[src/rtl/rr_grant_scheduler.sv]
// Round-robin arbiter with bounded hold time for one shared resource.
// It issues a registered one-hot grant and adds one dead cycle between tenures.
module rr_grant_scheduler #(
  parameter int N_REQ    = 5,
  parameter int MAX_HOLD = 6
) (
  input  logic                     clk,
  input  logic                     rst,
  input  logic [N_REQ-1:0]         req,
  input  logic [N_REQ-1:0]         done,
  output logic [N_REQ-1:0]         grant,
  output logic                     grant_valid,
  output logic [$clog2(N_REQ)-1:0] grant_id,
  output logic                     busy,
  output logic                     timeout_err
);

  localparam int ID_W   = $clog2(N_REQ);
  localparam int HOLD_W = $clog2(MAX_HOLD + 1);

  typedef enum logic [1:0] {
    IDLE    = 2'd0,
    GRANT   = 2'd1,
    RELEASE = 2'd2
  } state_t;

  state_t            state_q, state_d;
  logic [N_REQ-1:0]  grant_q, grant_d;
  logic [ID_W-1:0]   grant_id_q, grant_id_d;
  logic [ID_W-1:0]   last_id_q, last_id_d;
  logic [HOLD_W-1:0] hold_cnt_q, hold_cnt_d;
  logic              busy_q, busy_d;
  logic              timeout_err_q, timeout_err_d;

  logic              win_found;
  logic [ID_W-1:0]   win_id;
  logic [ID_W-1:0]   cand;
  int                arb_sum;
  logic              cur_done, cur_req, at_max;

  // Search begins just after the last grantee and wraps around, so a lone requester can win again.
  always_comb begin
    win_found = 1'b0;
    win_id    = '0;
    arb_sum   = 0;
    cand      = '0;
    for (int i = 0; i < N_REQ; i++) begin
      arb_sum = int'(last_id_q) + 1 + i;
      if (arb_sum >= N_REQ) arb_sum = arb_sum - N_REQ;
      cand = arb_sum[ID_W-1:0];
      if (!win_found && req[cand]) begin
        win_found = 1'b1;
        win_id    = cand;
      end
    end
  end

  always_comb begin
    state_d       = state_q;
    grant_d       = grant_q;
    grant_id_d    = grant_id_q;
    last_id_d     = last_id_q;
    hold_cnt_d    = hold_cnt_q;
    timeout_err_d = 1'b0;
    cur_done      = done[grant_id_q];
    cur_req       = req[grant_id_q];
    at_max        = (hold_cnt_q == HOLD_W'(MAX_HOLD));

    case (state_q)
      GRANT: begin
        if (cur_done || !cur_req || at_max) begin
          state_d       = RELEASE;
          grant_d       = '0;
          grant_id_d    = '0;
          hold_cnt_d    = '0;
          // Done and request drop take precedence over the hold limit.
          timeout_err_d = at_max && !cur_done && cur_req;
        end else begin
          hold_cnt_d = hold_cnt_q + HOLD_W'(1);
        end
      end
      default: begin
        hold_cnt_d = '0;
        grant_d    = '0;
        grant_id_d = '0;
        state_d    = IDLE;
        if (win_found) begin
          state_d         = GRANT;
          grant_d[win_id] = 1'b1;
          grant_id_d      = win_id;
          last_id_d       = win_id;
          hold_cnt_d      = HOLD_W'(1);
        end
      end
    endcase

    busy_d = (state_d != IDLE);
  end

  always_ff @(posedge clk or posedge rst) begin
    if (rst) begin
      state_q       <= IDLE;
      grant_q       <= '0;
      grant_id_q    <= '0;
      last_id_q     <= ID_W'(N_REQ - 1);
      hold_cnt_q    <= '0;
      busy_q        <= 1'b0;
      timeout_err_q <= 1'b0;
    end else begin
      state_q       <= state_d;
      grant_q       <= grant_d;
      grant_id_q    <= grant_id_d;
      last_id_q     <= last_id_d;
      hold_cnt_q    <= hold_cnt_d;
      busy_q        <= busy_d;
      timeout_err_q <= timeout_err_d;
    end
  end

  assign grant       = grant_q;
  assign grant_valid = |grant_q;
  assign grant_id    = grant_id_q;
  assign busy        = busy_q;
  assign timeout_err = timeout_err_q;

endmodule

[config.mk]
export PLATFORM = sky130hd
export DESIGN_NAME = rr_grant_scheduler
export DESIGN_NICKNAME = d
export VERILOG_FILES = /design/src/rtl/rr_grant_scheduler.sv
export SDC_FILE = /design/constraint.sdc
export NUM_CORES = 1
export LEC_CHECK = 0
export CAP_MARGIN = 25
export CORE_ASPECT_RATIO = 0.8
export CORE_MARGIN = 2
export CORE_UTILIZATION = 37
export CTS_CLUSTER_DIAMETER = 60
export DETAILED_ROUTE_END_ITERATION = 8
export DONT_BUFFER_PORTS = 1
export GPL_TIMING_DRIVEN = 1
export PLACE_DENSITY = 0.58
export RECOVER_POWER = 25
export SLEW_MARGIN = 15
export SYNTH_ARGS = -nofsm -noshare
export SYNTH_HDL_FRONTEND = slang
export SYNTH_SLANG_ARGS = --single-unit
export TNS_END_PERCENT = 100
[constraint.sdc]
create_clock -name clk -period 5.5 [get_ports clk]
set_input_delay 1.1 -clock clk [delete_from_list [all_inputs] [get_ports clk]]
set_output_delay 1.1 -clock clk [all_outputs]
set_load 0.005 [all_outputs]
=== After elaboration in Yosys (flattened, before gate mapping) ===
Index checks and enable logic that the tools add are counted.
Widths: inputs -> output; s select.

* Register bits after elaboration: 18
* Input bits: 12
* Output and inout bits: 11

* Add/subtract/negate cells: 11
* Magnitude comparators: 13
* Eq/ne operators: 3
* Mux-type cells: 45
* Bitwise gates (word level): 1
* Reduce and logical (&&, ||, !) cells: 18

{| class="wikitable"
|+ Operators by type and width
! cell !! count
|-
| $mux 3 || 15
|-
| $lt 3x4->1 const B || 7
|-
| $bmux 1 s3 || 7
|-
| $ge 5x3->1 const B || 4
|-
| $mux 1 || 17
|-
| $mux 5 || 3
|-
| $sub 3x3->3 const B || 5
|-
| $add 4x2->5 const B || 2
|-
| $logic_and 1x1->1 || 7
|-
| $logic_not 1->1 || 6
|-
| $add 4x1->5 const B || 1
|-
| $add 4x3->5 const B || 1
|-
| $reduce_or 5->1 || 1
|-
| $add 3x1->4 const B || 1
|-
| $ge 4x3->1 const B || 1
|-
| $mux 2 || 2
|-
| $add 3x1->3 const B || 1
|-
| $demux 1 s3 || 1
|-
| $eq 3x3->1 const B || 1
|-
| $ge 3x1->1 const B || 1
|-
| $eq 2x1->1 const B || 1
|-
| $logic_or 1x1->1 || 2
|-
| $ne 2x2->1 const B || 1
|-
| $reduce_and 2->1 || 1
|-
| 2 further kinds || 2
|}

=== Logic depth before layout (Yosys ltp) ===
* Word-level depth: 24
* Mapped depth: 15
* Mapped depth without buffers: 12

=== Least setup slack after synthesis ===
No wires, ideal clock.

* Path kind: register -> register
* Start: register last_id_q[0]
* End: register grant_q[2], in the netlist grant[2]
* Data arrival time: 3291 ps
* Slack: 2088 ps
* Stages on the path, launching flop included: 15
* Path through: dfrtp_1 > inv_1 > clkbuf_1 > ha_1 > buf_2 > and3b_1 > o21ai_0 > a21oi_1 > o221a_2 > nor3_1 > o311ai_0 > a31oi_1 > o22a_1 > inv_1 > a22o_1

* Word-level cells in the longest chain between the ends: 24
* Elaborated cells between the ends (all ways): 55
* Those cells by class: add/sub: 10; order compare: 7; mux: 29; reduce/logical: 9

{| class="wikitable"
|+ RTL lines
! item !! RTL line !! text
|-
| start, declared || 30 || <nowiki>logic [ID_W-1:0] last_id_q, last_id_d;</nowiki>
|-
| start signal, assigned || 105 || <nowiki>last_id_q <= ID_W'(N_REQ - 1);</nowiki>
|-
| start signal, assigned || 113 || <nowiki>last_id_q <= last_id_d;</nowiki>
|-
| $add 3x1->4 * || 48 || <nowiki>arb_sum = int'(last_id_q) + 1 + i;</nowiki>
|-
| branches (longest 21 deep; another with $add 4x1->5) || n/a ||
|-
| $mux 5 * || 87 || <nowiki>if (win_found) begin</nowiki>
|-
| $mux 5 * || 69 || <nowiki>case (state_q)</nowiki>
|-
| end signal, assigned || 111 || <nowiki>grant_q <= grant_d;</nowiki>
|-
| end, declared || 28 || <nowiki>logic [N_REQ-1:0] grant_q, grant_d;</nowiki>
|}

Mark *: on every way between the ends. The select of a mux whose other input is x is not followed.
A chain may end at the register's enable or synchronous reset.

=== Worst setup path after layout ===
* Start: register last_id_q[0]
* End: register grant_q[0], in the netlist grant[0]

The elaborated chain is that of the path after synthesis.

==> run_results.csv <==
group,metric,value,unit
routing,routedWlPerCell,17.75,µm
hold_path,hold_class,"reg -> reg",
die,row_count,23,
synthesis,syn_nets,265,
global_route,grt_pass1_wl,8362,µm
sta,finalSetupTns,0,ps
global_route,antenna_found_initial,0,
finish,drive_gt1_frac,0.08439,
clock_network,cts.repair.resized,0,
sta,slew_headroom,0.4774,
synthesis,syn_area,0.001929,mm²
setup_path,end_kind,"flip-flop",
routing,first_pass_iters,4,
place,portBuffers,0,
finish,synthToLayoutAreaGrowth,3.891,%
finish,diodes,0,
setup_path,slowest_delay,770,ps
routing,vias,1874,
setup_path,required,5690,ps
clock_network,ctsLongestPathBuffers,2,
global_route,grt_use_total,0.1783,
clock_network,cts-root-buf,"clkbuf_8",
sta,hold_ws,517.1,ps
synthesis,synthDistinctLibCells,65,
die,ios,23,
synthesis,yosysTopAreaCellShare,0.2205,
sta,fin_crit_sh,0.7722,
clock_network,htree_levels,1,
clock_network,cts_setup_buffers,0,
hold_path,holdPathStages,2,
routing,wl,5306,µm
synthesis,ys_async_sr_fraction,1.000,
die,start_util,0.3853,
die,dieArea,0.005812,mm²
setup_path,cp_data_arrival_time,4440,ps
clock_network,clk-insertion-delay-late,250,ps
global_route,grt_overflow,0,
die,die_height,68.59,µm
synthesis,ys_ff_latch,18,
sta,max_freq,235.5,MHz
clock_network,cts_tree,"done",
die,die_w,84.74,µm
synthesis,ys_seq_area_frac,0.2341,
setup_path,critical_path_class,"reg -> reg",
sta,layout_min_cycle_time,4247,ps
routing,drcViolationCount,0,
routing,first_iter_violations,167,
sta,maxSlewViolCount,0,
sta,setup_viol,0,
sta,tightest_slew,783.8,ps
sta,hold_violations,0,
synthesis,synth_commonest_cells,"nand2_1 (26), o21ai_0 (25), dfrtp_1 (17), nor2_1 (17), a21oi_1 (13)",
synthesis,yosysWarnings,0,
flow_run,max-cap-violations,0,
run_status,status,"completed",
setup_path,cp-start-kind,"flip-flop",
synthesis,synthTopCellsByArea,"dfrtp_1 (22%), o21ai_0 (6.5%), ha_1 (5.8%)",
synthesis,synth_most_common_cell,"nand2_1",
die,coreArea,0.005007,mm²
setup_path,crit_path_top_delay_cell,"ha_1",
clock_network,path_clk_slew,70,ps
routing,vias_per_cell,6.268,
synthesis,syn_inst,244,
global_route,grt_pass1_vias,1677,
clock_network,numCtsBuffers,3,
finish,nets,259,
sta,rsz0062_at_grt,"false",
setup_path,path_cells,"inv_1, ha_1, nand2b_1, nor3_1, o211a_1, a211oi_1, or3_1, and3_1, and4_4, or2_4, nor3_2, a32o_1",
setup_path,crit_fanout,24,
place,gp_congestion,0.8899,
setup_path,r2r_setup_slack,1250,ps
clock_network,cts.sinks,18,
synthesis,synth_edf_count,0,
synthesis,synth_top_flop_cell,"dfrtp_1",
clock_network,holdBufCountCts,0,
routing,ant_nets,0,
setup_path,reg2reg_depth,12,
synthesis,synth.largest_area_cell,"dfrtp_1",
finish,fin_util,0.4003,
synthesis,syn_area_per_cell,7.907,µm²
sta,skew,3.835,ps
global_route,grt_start_max_net_pins,25,
place,dp_hpwl,3963,µm
## registers in the layout, summed over array words and instances, names as in the netlist
register,flops
state_q,2
timeout_err,1
grant_id,3
busy,1
grant,5
last_id_q,3
hold_cnt_q,3
## stage by stage
step,cells,setup slack (ps),area (µm²)
after floorplan,244,2088,1929
after global placement,295,1359,1949
after detailed placement,295,1366,1949
after CTS,299,1370,2004
after global routing,299,888.7,2004
final,299,1253,2004
## routing by layer
layer	vias to the layer above	track usage	routed length, µm
li1	910	-	-
met1	880	0.2772	2572
met2	78	0.2589	2187
met3	6	0.03690	494
met4	0	0.01984	51
met5	-	0	0
## layout by cell type, fill, tap and decap left out, drive strengths merged, types with 3 or more instances in the layout
master,count
clkbuf,4
a21o,5
o21a,5
mux2i,5
nand3,6
and2,3
o31ai,5
inv,10
nor2b,4
xnor2,4
dfrtp,17
o22ai,3
and4,3
o21ai,26
ha,9
a22o,4
nand2,26
nor2,18
a221oi,4
a21oi,13
nand2b,4
o211a,4
nor3,12
a211oi,5
a22oi,3
## worst paths after layout
check / start / endpoint
max in group asynchronous: rst / timeout_err
worst max-delay path: last_id_q[0] / grant[0]
worst max register to register: last_id_q[0] / grant[0]
worst min register to register: state_q[0] / busy
worst min-delay path: state_q[0] / busy
min in group asynchronous: rst / grant_id[2]
## final cells by class
cell class,count,area [µm²]
fill,524,3003
multi-input combinational,203,1368
sequential,18,451.7
tap,62,77.57
clock buffer,4,55.05
inverter,10,37.54
timing repair buffer,2,15.01
## worst max-delay path: cells and delay by family (launching register included)
| family | cells | cell delay, ps |
|---|---|---|
| simple gates | 7 | 2160 |
| compound gates | 3 | 460 |
| fa+ha+maj | 1 | 770 |
| flops | 1 | 640 |
| buf+inv | 1 | 130 |
## kinds of logic after synthesis
kind of cell,Yosys count,synth area share
xor+xnor,6,0.03113
mux,6,0.03178
compound gates,93,0.3444
flops,18,0.2341
fa+ha+maj,9,0.05837
buf+inv,23,0.05707
simple gates,89,0.2432
Power is left out: the tool's default activity adds up to more than one toggle a clock period on the data nets, which glitch-free logic cannot reach.
